### config.mk
export PLATFORM = sky130hd
export DESIGN_NAME = uart_rx
export DESIGN_NICKNAME = d
export VERILOG_FILES = /design/src/rtl/uart_rx.sv
export SDC_FILE = /design/constraint.sdc
export NUM_CORES = 1
export LEC_CHECK = 0
export ABC_AREA = 1
export CAP_MARGIN = 20
export CORE_MARGIN = 4
export CORE_UTILIZATION = 50
export CTS_BUF_LIST = sky130_fd_sc_hd__clkbuf_16
export DETAILED_ROUTE_END_ITERATION = 8
export PLACE_DENSITY = 0.72
export RECOVER_POWER = 50
export SYNTH_ARGS = -nofsm -noshare
export SYNTH_HDL_FRONTEND = slang
export SYNTH_SLANG_ARGS = --single-unit
### constraint.sdc
create_clock -name CLK -period 3 [get_ports CLK]
set_clock_uncertainty 0.15 [all_clocks]
set_input_delay 0.6 -clock CLK [delete_from_list [all_inputs] [get_ports CLK]]
set_output_delay 0.6 -clock CLK [all_outputs]
set_load 0.03 [all_outputs]
### src/rtl/uart_rx.sv
// 8N1 UART receiver: 16x-oversampled deserialiser with a single-entry
// valid/ready holding register, framing-error pulse and sticky overrun flag.
module uart_rx (
  input  logic       CLK,
  input  logic       RST,
  input  logic       SampleTick,
  input  logic       RxD,
  output logic [7:0] Data,
  output logic       Valid,
  input  logic       Ready,
  output logic       FrameErr,
  output logic       Overrun,
  output logic       Busy
);

  localparam int unsigned DataW = 8;
  localparam int unsigned TickW = 4;
  localparam int unsigned BitW  = 3;

  localparam logic [TickW-1:0] TickMid  = TickW'(7);
  localparam logic [TickW-1:0] TickLast = TickW'(15);
  localparam logic [BitW-1:0]  BitLast  = BitW'(DataW - 1);

  typedef enum logic [1:0] {IDLE, START, DATA, STOP} state_t;

  state_t             state;
  logic [1:0]         sync;
  logic               rx_s;
  logic [TickW-1:0]   tick_cnt;
  logic [BitW-1:0]    bit_cnt;
  logic [DataW-1:0]   shift;
  logic               done_ok;
  logic               done_err;

  assign rx_s = sync[1];

  // Two-flop synchroniser; resets to the idle (mark) level.
  always_ff @(posedge CLK or posedge RST) begin
    if (RST) sync <= 2'b11;
    else     sync <= {sync[0], RxD};
  end

  // Frame FSM; advances only on oversample ticks. done_* flag the stop sample.
  always_ff @(posedge CLK or posedge RST) begin
    if (RST) begin
      state    <= IDLE;
      tick_cnt <= '0;
      bit_cnt  <= '0;
      shift    <= '0;
      done_ok  <= 1'b0;
      done_err <= 1'b0;
      Busy     <= 1'b0;
    end else begin
      done_ok  <= 1'b0;
      done_err <= 1'b0;
      if (SampleTick) begin
        case (state)
          IDLE: begin
            if (!rx_s) begin
              state    <= START;
              tick_cnt <= '0;
              Busy     <= 1'b1;
            end
          end
          START: begin
            if (tick_cnt == TickMid) begin
              tick_cnt <= '0;
              if (!rx_s) begin
                state   <= DATA;
                bit_cnt <= '0;
              end else begin
                state <= IDLE;
                Busy  <= 1'b0;
              end
            end else begin
              tick_cnt <= tick_cnt + TickW'(1);
            end
          end
          DATA: begin
            if (tick_cnt == TickLast) begin
              tick_cnt <= '0;
              shift    <= {rx_s, shift[DataW-1:1]};
              if (bit_cnt == BitLast) state <= STOP;
              else                    bit_cnt <= bit_cnt + BitW'(1);
            end else begin
              tick_cnt <= tick_cnt + TickW'(1);
            end
          end
          STOP: begin
            if (tick_cnt == TickLast) begin
              tick_cnt <= '0;
              state    <= IDLE;
              Busy     <= 1'b0;
              done_ok  <= rx_s;
              done_err <= !rx_s;
            end else begin
              tick_cnt <= tick_cnt + TickW'(1);
            end
          end
          default: begin
            state <= IDLE;
            Busy  <= 1'b0;
          end
        endcase
      end
    end
  end

  // Holding register and host handshake; runs every CLK.
  always_ff @(posedge CLK or posedge RST) begin
    if (RST) begin
      Data     <= '0;
      Valid    <= 1'b0;
      FrameErr <= 1'b0;
      Overrun  <= 1'b0;
    end else begin
      FrameErr <= done_err;
      if (done_ok) begin
        if (!Valid || Ready) begin
          Data  <= shift;
          Valid <= 1'b1;
          if (Valid) Overrun <= 1'b0;
        end else begin
          Overrun <= 1'b1;
        end
      end else if (Valid && Ready) begin
        Valid   <= 1'b0;
        Overrun <= 1'b0;
      end
    end
  end

endmodule

==> run metrics, run 1 <==
Die X-Extent=63.3 µm; vias per inst=4.98; # Post-CTS Setup Buffers=0; drt pass-1 iters=4; Synth Area per Inst=9.20 µm²; yosys warns=0; gpl congestion=0.801; Initial Utilization=54.0%; worst vdd rail ir drop=0.462 mV; total CTS buffers=5; grt ovf=0; layout cell share with drive strength beyond 1=17.1%; max-slew violation count=0; vias in the first global route=1,131; WL per Instance=12.3 µm; area of the die=4000 µm²; number of buffers inserted by hold repair at cts=0; top cell type's share of synthesized area=50.8%; count of cell types in the netlist=27; Max-Cap Viols=0; antenna violations before repair=0; asr flop ratio synth=100%; hold slack=0.206 ns; DRT iter0 DRCs=74; final antenna-violating net count=0; final core utilization=64.8%; clk root buf=clkbuf_16; Hold/Removal Path Class=reg -> reg; clk buf depth=2; count leader, synth=nand2_1; synth cell count leaders=50 x nand2_1, 31 x dfrtp_1, 20 x inv_1, 10 x o21ai_0, 8 x o21ai_2; Hold Vio Cnt, Final=0; Vias=1,086; Die Y=63.3 µm; Area Growth Syn to Fin=20.1%; setup TNS=0 ns; final net count=194; CP Cell Sequence=clkdlybuf4s50_1; syn nets=174; leakage power=0.888 nW; I/O Pins=17; CTS H-tree depth=2; CTS tree=done; Post-synth EDFFs=0; floorplan row count=19; number of diodes=0; Synth area leaders=dfrtp_1 51%, nand2_1 12%, inv_1 4.9%, o21ai_2 4.6%, dfstp_2 3.4%; crit path kind=reg -> out; Req. time, crit path=2.25 ns; first-pass GRT wire length=4.88 mm; final critical-path share of the clock period=68.5%; Mapped Cells=166; crit-path leading delay family=buffers and inverters; DRC=0; Clock transition at path regs=0.05 ns; hold-critical path depth=0; crit end category=output pin; CP bufs+invs=1; Final Setup Violations=0; post-synth top area cell=dfrtp_1; R2R cell count=8; Power Density=748 nW/µm²; Port Buf Inserts=16; post-synthesis sequential area ratio=54.2%; Post-DP HPWL=1.91 mm; finished layout cell area=1830 µm²; status=completed; Final min period=2.06 ns; Max Clk Rate=0.486 GHz; core area=2830 µm²; placed inst area=1700 µm²; CP Depth=1; GRT Util Overall=16.0%; Slew HR=72.7%; largest net degree at the start of global routing=34; clock latency on the worst-skew pair=0.27 ns; RSZ-0062 raised after global routing=no; Arrival @ worst endpoint=1.31 ns; Gates resized, CTS repair=0; Startpoint Class=register; mapped cell area=1530 µm²; Worst-Margin Slew=0.408 ns; worst-path fanout max=3; flops & latches, synth=33; crit-path max cell delay=0.68 ns; Main synth FF type=dfrtp_1; clk sinks=33; final WL=2.68 mm; CP max stage cell=clkdlybuf4s50_1
## per-layer routing
layer | part of all wire (%) | vias up | track usage, %
li1 | - | 557 | -
met1 | 44 | 500 | 18.5
met2 | 48 | 23 | 26.4
met3 | 5.3 | 6 | 5.86
met4 | 2.1 | 0 | 7.28
met5 | 0 | - | 0
## cells by family (layout without fill, tap and decap cells)
group | Yosys count | in the layout | share of synthesized area [%]
muxes | 1 | 1 | 0.737
DFF | 33 | 33 | 54.2
xor gates and xnor gates | 2 | 2 | 1.15
adders and majority gates | 3 | 3 | 2.46
AOI/OAI and AO/OA | 22 | 22 | 9.50
buffers and inverters | 27 | 48 | 7.94
and+or+nand+nor | 78 | 78 | 24.0
## per-stage QoR
step | setup slack, ns | power, mW | instances
3_5_place_dp | 0.874 | 0.911 | 210
2_1_floorplan | 1.53 | 0.850 | 166
3_3_place_gp | 0.904 | 0.891 | 210
5_1_grt | 0.886 | 1.47 | 218
6_report | 0.944 | 1.37 | 218
4_1_cts | 0.928 | 1.40 | 218
## layout make-up
class                           count  area, µm²
Clock buffer                        5        125
Clock inverter                      3       12.5
Fill cell                         239        995
Inverter                           23       86.3
Multi-Input combinational cell    106        576
Sequential cell                    33        828
Tap cell                           31       38.8
Timing Repair Buffer               17        168
## worst paths after layout
check | slack, ns | to | from
min | 0.21 | sync[1]$_DFF_PP1_ | sync[0]$_DFF_PP1_
min in group asynchronous | 0.70 | Data[7]$_DFFE_PP0P_ | RST
max | 0.94 | Valid | Valid$_DFFE_PP0P_
max reg2reg | 1.42 | register | tick_cnt[0]$_DFFE_PP0P_
max in group asynchronous | 1.68 | sync[1]$_DFF_PP1_ | RST
min reg2reg | 0.21 | sync[1]$_DFF_PP1_ | sync[0]$_DFF_PP1_
## state kept, by name (all words and copies together) (netlist names), named ones only
signal and flops:
FrameErr 1, bit_cnt 3, state 1, done_ok 1
Data 8, Overrun 1, sync 2, done_err 1
Busy 1, Valid 1, tick_cnt 4, shift 8
## where the power goes
group,total [mW],switching [mW],internal (mW)
clock network,0.465,0.166,0.299
registers,0.573,0.0740,0.499
logic,0.335,0.217,0.118
## cell usage in the layout (no fill, tap or decap)
cell and instances:
o21ai_1 1, clkinv_1 2, nand3b_1 1, nor3_1 2
nor2_4 4, nand3_2 1, o22ai_1 1, nand2_4 1
clkinv_2 1, inv_1 20, dfrtp_1 31, nor2_2 2
a21oi_1 1, xor2_1 2, dlygate4sd3_1 3, clkdlybuf4s50_1 13
mux2_2 1, ha_1 3, o21ai_0 10, clkbuf_16 5
inv_2 3, o21ai_2 8, nand4_1 1, a22o_1 1
nand2_1 51, nand3_1 5, nor2_1 7, nand2_2 3
buf_4 1, dfstp_2 2
Power figures use the tool's default switching activity.
==> inputs of run 2 (changes only) <==
- clock period: 3 -> 1.95 ns (I/O delays scaled with it)
==> run 2 against run 1 <==
- final cell count rose by 0.46%
- sequential cell count did not move
- register-to-register slack got worse by 1.0 ns
- global-route usage rose by 0.63 points
- first-iteration DRC count fell by 32%
- wire length rose by 2.8%
- clock power rose by 83%
- clock-buffer cell count did not move
- critical endpoint is now Data[4]
- highest routed layer unchanged
==> run metrics, run 2 (same netlist as run 1, synthesis figures left out) <==
clock latency on the worst-skew pair=0.27 ns (about the same); placed cells=211 (was 210); CTS tree=done (unchanged); crit end category=output pin (unchanged); WL per Instance=12.6 µm (was 12.3 µm); most common cell after layout, fill and taps aside=nand2_1 (unchanged); biggest regs=Data (8), shift (8), tick_cnt (4) (unchanged); Power Density=1200 nW/µm² (was 748 nW/µm²); Req. time, crit path=1.41 ns (was 2.25 ns); Final Setup Violations=0 (unchanged); crit-path leading delay family=buffers and inverters (unchanged); Vias=1,108 (was 1,086); grt ovf=0 (unchanged); floorplan row count=19 (unchanged); final net count=195 (was 194); placed inst area=1720 µm² (was 1700 µm²); Slew HR=48.5% (was 72.7%); Post-DP HPWL=1.88 mm (was 1.91 mm); Port Buf Inserts=16 (unchanged); FF-to-FF Start=tick_cnt[0]$_DFFE_PP0P_ (unchanged); antenna violations before repair=0 (unchanged); RSZ-0062 raised after global routing=no (unchanged); setup TNS=0 ns (unchanged); area of the die=4000 µm² (unchanged); Area Growth Syn to Fin=22.0% (was 20.1%); crit-path max cell delay=0.68 ns (about the same); final WL=2.75 mm (was 2.68 mm); R2R cell count=8 (unchanged); clk buf depth=2 (unchanged); vias in the first global route=1,149 (was 1,131); Clock transition at path regs=0.05 ns (about the same); Multi-input gate area=576 µm² (unchanged); worst hold endpoint=FrameErr$_DFF_PP0_ (was sync[1]$_DFF_PP1_); clk sinks=33 (unchanged); number of diodes=0 (unchanged); DRT iter0 DRCs=50 (was 74); worst reg-to-reg setup slack=0.39 ns (was 1.42 ns); Sequential Area=828 µm² (unchanged); min-delay src=done_err$_DFF_PP0_ (was sync[0]$_DFF_PP1_); most frequent cells in the layout=51 x nand2_1, 31 x dfrtp_1, 21 x inv_1, 13 x clkdlybuf4s50_1, 10 x o21ai_0 (was 51 x nand2_1, 31 x dfrtp_1, 20 x inv_1, 13 x clkdlybuf4s50_1, 10 x o21ai_0); Max Clk Rate=0.541 GHz; hold slack=0.198 ns (was 0.206 ns); Fillers=245 (was 239); Die Y=63.3 µm (unchanged); CTS H-tree depth=2 (unchanged); final worst slack=0.102 ns (was 0.944 ns); non-filler instance count after layout=219 (was 218); Startpoint Class=register (unchanged); GRT Util Overall=16.6% (was 16.0%); number of buffers inserted by hold repair at cts=0 (unchanged); CP Cell Sequence=clkdlybuf4s50_1 (unchanged); vias per inst=5.06 (was 4.98); finished layout cell area=1860 µm² (was 1830 µm²); layout cell share with drive strength beyond 1=17.6% (was 17.1%); Die X-Extent=63.3 µm (unchanged); total CTS buffers=5 (unchanged); core area=2830 µm² (unchanged); Power Total=2.24 mW (was 1.37 mW); first-pass GRT wire length=5.10 mm (was 4.88 mm); hold-critical path depth=0 (unchanged); Arrival @ worst endpoint=1.31 ns (about the same); Max-Cap Viols=0 (unchanged); largest net degree at the start of global routing=34 (unchanged); status=completed (unchanged); worst vdd rail ir drop=0.713 mV (was 0.462 mV); Hold Vio Cnt, Final=0 (unchanged); Gates resized, CTS repair=0 (unchanged); I/O Pins=17 (unchanged); final critical-path share of the clock period=94.8%; Initial Utilization=54.0% (unchanged); leakage power=0.905 nW (was 0.888 nW); CP bufs+invs=1 (unchanged); DRC=0 (unchanged); # Post-CTS Setup Buffers=0 (unchanged); drt pass-1 iters=4 (unchanged); final core utilization=65.9% (was 64.8%); pre-CTS setup slack=0.184 ns (was 0.874 ns); Hold/Removal Path Class=reg -> reg (unchanged); worst-path fanout max=2 (was 3); gpl congestion=0.897 (was 0.801); max-slew violation count=0 (unchanged); CP max stage cell=clkdlybuf4s50_1 (unchanged); final antenna-violating net count=0 (unchanged); clk root buf=clkbuf_16 (unchanged); Worst-Margin Slew=0.773 ns (was 0.408 ns); crit path kind=reg -> out (unchanged); Final min period=1.85 ns
==> run 2: cell count changes in the layout (fill, tap and decap cells not counted), sizes merged <==
cell,delta
inv,+1
clkinv,-2
clkbuf,+1
bufinv,+1
==> run 2: worst register-to-register path, stage by stage, from the launching register on <==
cell and delay [ns]:
dfrtp_1 0.38, ha_1 0.25, nand3_1 0.11, nand2_1 0.14, nand2_1 0.09, inv_1 0.12
nand3_1 0.09, nand2_1 0.07, nand2_1 0.05
==> run 2: metal layers <==
layer	up-vias	track usage [%]	share of wire, %
met5	-	0	0
met4	0	5.66	2.1
met3	7	7.28	3.8
met2	23	27.9	49
met1	521	18.8	45
li1	557	-	-
==> run 2: layout make-up <==
class,instances,area share [%]
tap,31,2.08
sequential,33,44.4
clock buffer,5,6.71
timing repair buffer,18,9.26
clock inverter,3,2.01
inverter,23,4.63
multi-input combinational,106,30.9
==> run 2: how the worst max path moves through the flow <==
stage                                       from                      to  slack (ns)  cells after the start
final                        Data[4]$_DFFE_PP0P_                 Data[4]        0.10                      1
after global routing         Data[3]$_DFFE_PP0P_                 Data[3]        0.05                      1
after CTS                    Data[4]$_DFFE_PP0P_                 Data[4]        0.07                      1
after detailed placement              SampleTick    shift[5]$_DFFE_PP0P_        0.18                      6
after global placement                SampleTick    shift[4]$_DFFE_PP0P_        0.22                      6
after floorplan           bit_cnt[0]$_DFFE_PP0P_  bit_cnt[0]$_DFFE_PP0P_        0.54                      8
==> run 2: power breakdown <==
part / leakage [nW] / internal, mW / total (mW) / switching (mW)
registers: 0.445 / 0.767 / 0.887 / 0.119
logic: 0.377 / 0.180 / 0.502 / 0.321
clock network: 0.0826 / 0.592 / 0.853 / 0.261
==> inputs of run 3 (changes only) <==
- REMOVE_ABC_BUFFERS: not set -> 1
==> run 3 against run 2 <==
- combinational power grew 1%
- clock power is 0.9% higher
- die area unchanged
- sequential cell count unchanged
- via count up 0.36%
- critical endpoint is now Valid
- largest cell class unchanged
- largest power group unchanged
- highest routed layer unchanged
==> run metrics, run 3 (same netlist as run 1, synthesis figures left out) <==
placed inst area=1730 µm² (was 1720 µm²); CTS H-tree depth=2 (unchanged); core area=2830 µm² (unchanged); Port Buf Inserts=16 (unchanged); Multi-input gate area=578 µm² (was 576 µm²); Slew HR=60.1% (was 48.5%); Die Y=63.3 µm (unchanged); number of buffers inserted by hold repair at cts=0 (unchanged); grt ovf=0 (unchanged); final worst slack=0.101 ns (was 0.102 ns); Area Growth Syn to Fin=22.7% (was 22.0%); finished layout cell area=1870 µm² (was 1860 µm²); pre-CTS setup slack=0.193 ns (was 0.184 ns); clk sinks=33 (unchanged); Worst-Margin Slew=0.598 ns (was 0.773 ns); Hold/Removal Path Class=reg -> reg (unchanged); Post-DP HPWL=1.96 mm (was 1.88 mm); final WL=2.80 mm (was 2.75 mm); Startpoint Class=register (unchanged); Power Density=1200 nW/µm² (about the same); GRT Util Overall=16.4% (was 16.6%); DRT iter0 DRCs=38 (was 50); Max Clk Rate=0.541 GHz (about the same); floorplan row count=19 (unchanged); Fillers=223 (was 245); Arrival @ worst endpoint=1.31 ns (about the same); CTS tree=done (unchanged); Req. time, crit path=1.41 ns (about the same); first-pass GRT wire length=5.12 mm (was 5.10 mm); drt pass-1 iters=4 (unchanged); Sequential Area=828 µm² (unchanged); Initial Utilization=54.0% (unchanged); gpl congestion=0.783 (was 0.897); WL per Instance=12.7 µm (was 12.6 µm); hold slack=0.209 ns (was 0.198 ns); most common cell after layout, fill and taps aside=nand2_1 (unchanged); Gates resized, CTS repair=0 (unchanged); Clock transition at path regs=0.05 ns (about the same); DRC=0 (unchanged); grt met1 use=18.3% (was 18.8%); total CTS buffers=5 (unchanged); Die X-Extent=63.3 µm (unchanged); final antenna-violating net count=0 (unchanged); vias in the first global route=1,162 (was 1,149); met2 usage=28.1% (was 27.9%); CP Cell Sequence=clkdlybuf4s50_1 (unchanged); met3 GRT Util=4.09% (was 7.28%); Power Total=2.25 mW (was 2.24 mW); layout cell share with drive strength beyond 1=18.5% (was 17.6%); CP max stage cell=clkdlybuf4s50_1 (unchanged); max-slew violation count=0 (unchanged); Max-Cap Viols=0 (unchanged); clock latency on the worst-skew pair=0.27 ns (about the same); worst vdd rail ir drop=1.11 mV (was 0.713 mV); most frequent cells in the layout=50 x nand2_1, 31 x dfrtp_1, 21 x inv_1, 12 x clkdlybuf4s50_1, 10 x o21ai_0 (was 51 x nand2_1, 31 x dfrtp_1, 21 x inv_1, 13 x clkdlybuf4s50_1, 10 x o21ai_0); crit path kind=reg -> out (unchanged); CP bufs+invs=1 (unchanged); setup TNS=0 ns (unchanged); Final min period=1.85 ns (about the same); area of the die=4000 µm² (unchanged); final critical-path share of the clock period=94.8% (about the same); # Post-CTS Setup Buffers=0 (unchanged); Hold Vio Cnt, Final=0 (unchanged); crit end category=output pin (unchanged); worst-path fanout max=3 (was 2); vias per inst=5.05 (was 5.06); biggest regs=Data (8), shift (8), tick_cnt (4) (unchanged); RSZ-0062 raised after global routing=no (unchanged); number of diodes=0 (unchanged); Vias=1,112 (was 1,108); I/O Pins=17 (unchanged); crit-path max cell delay=0.68 ns (about the same); status=completed (unchanged); antenna violations before repair=0 (unchanged); grt peak-use layer=met2 (unchanged); clk buf depth=2 (unchanged); largest net degree at the start of global routing=26 (was 34); crit-path leading delay family=buffers and inverters (unchanged); final net count=196 (was 195); Final Setup Violations=0 (unchanged); leakage power=0.910 nW (was 0.905 nW); clk root buf=clkbuf_16 (unchanged)
[run 3: worst paths after layout]
check | start | to | slack, ns | depth (start not counted)
max | Valid$_DFFE_PP0P_ | Valid | 0.10 | 1
min | sync[0]$_DFF_PP1_ | sync[1]$_DFF_PP1_ | 0.21 | 0
max reg2reg | bit_cnt[0]$_DFFE_PP0P_ | bit_cnt[0]$_DFFE_PP0P_ | 0.39 | 8
min reg2reg | sync[0]$_DFF_PP1_ | sync[1]$_DFF_PP1_ | 0.21 | 0
max in group asynchronous | RST | done_ok$_DFF_PP0_ | 0.39 | 3
min in group asynchronous | RST | shift[1]$_DFFE_PP0P_ | 0.37 | 2
[run 3: per-layer routing]
layer  vias up  part of all wire (%)
met2        20                    51
met4         0                   2.9
met3        10                   3.8
met5         -                     0
met1       524                    42
li1        558                     -
[run 3: stage by stage]
step	util, %	std cells
final	66.3	220
after global routing	66.3	220
after CTS	66.8	220
after detailed placement	61.0	212
after global placement	61.0	212
after floorplan	-	162
[run 3: layout make-up]
| type | count | share of cell area (%) |
|---|---|---|
| clock buffer | 5 | 6.68 |
| timing repair buffer | 19 | 9.61 |
| tap | 31 | 2.07 |
| sequential | 33 | 44.2 |
| clock inverter | 3 | 2.00 |
| multi-input combinational | 106 | 30.8 |
| inverter | 23 | 4.61 |
[run 3: power by group]
group | switching, mW | internal, mW | leakage (nW)
sequential | 0.116 | 0.767 | 0.445
combinational | 0.328 | 0.181 | 0.382
clock | 0.269 | 0.592 | 0.0826
total | 0.713 | 1.54 | 0.910
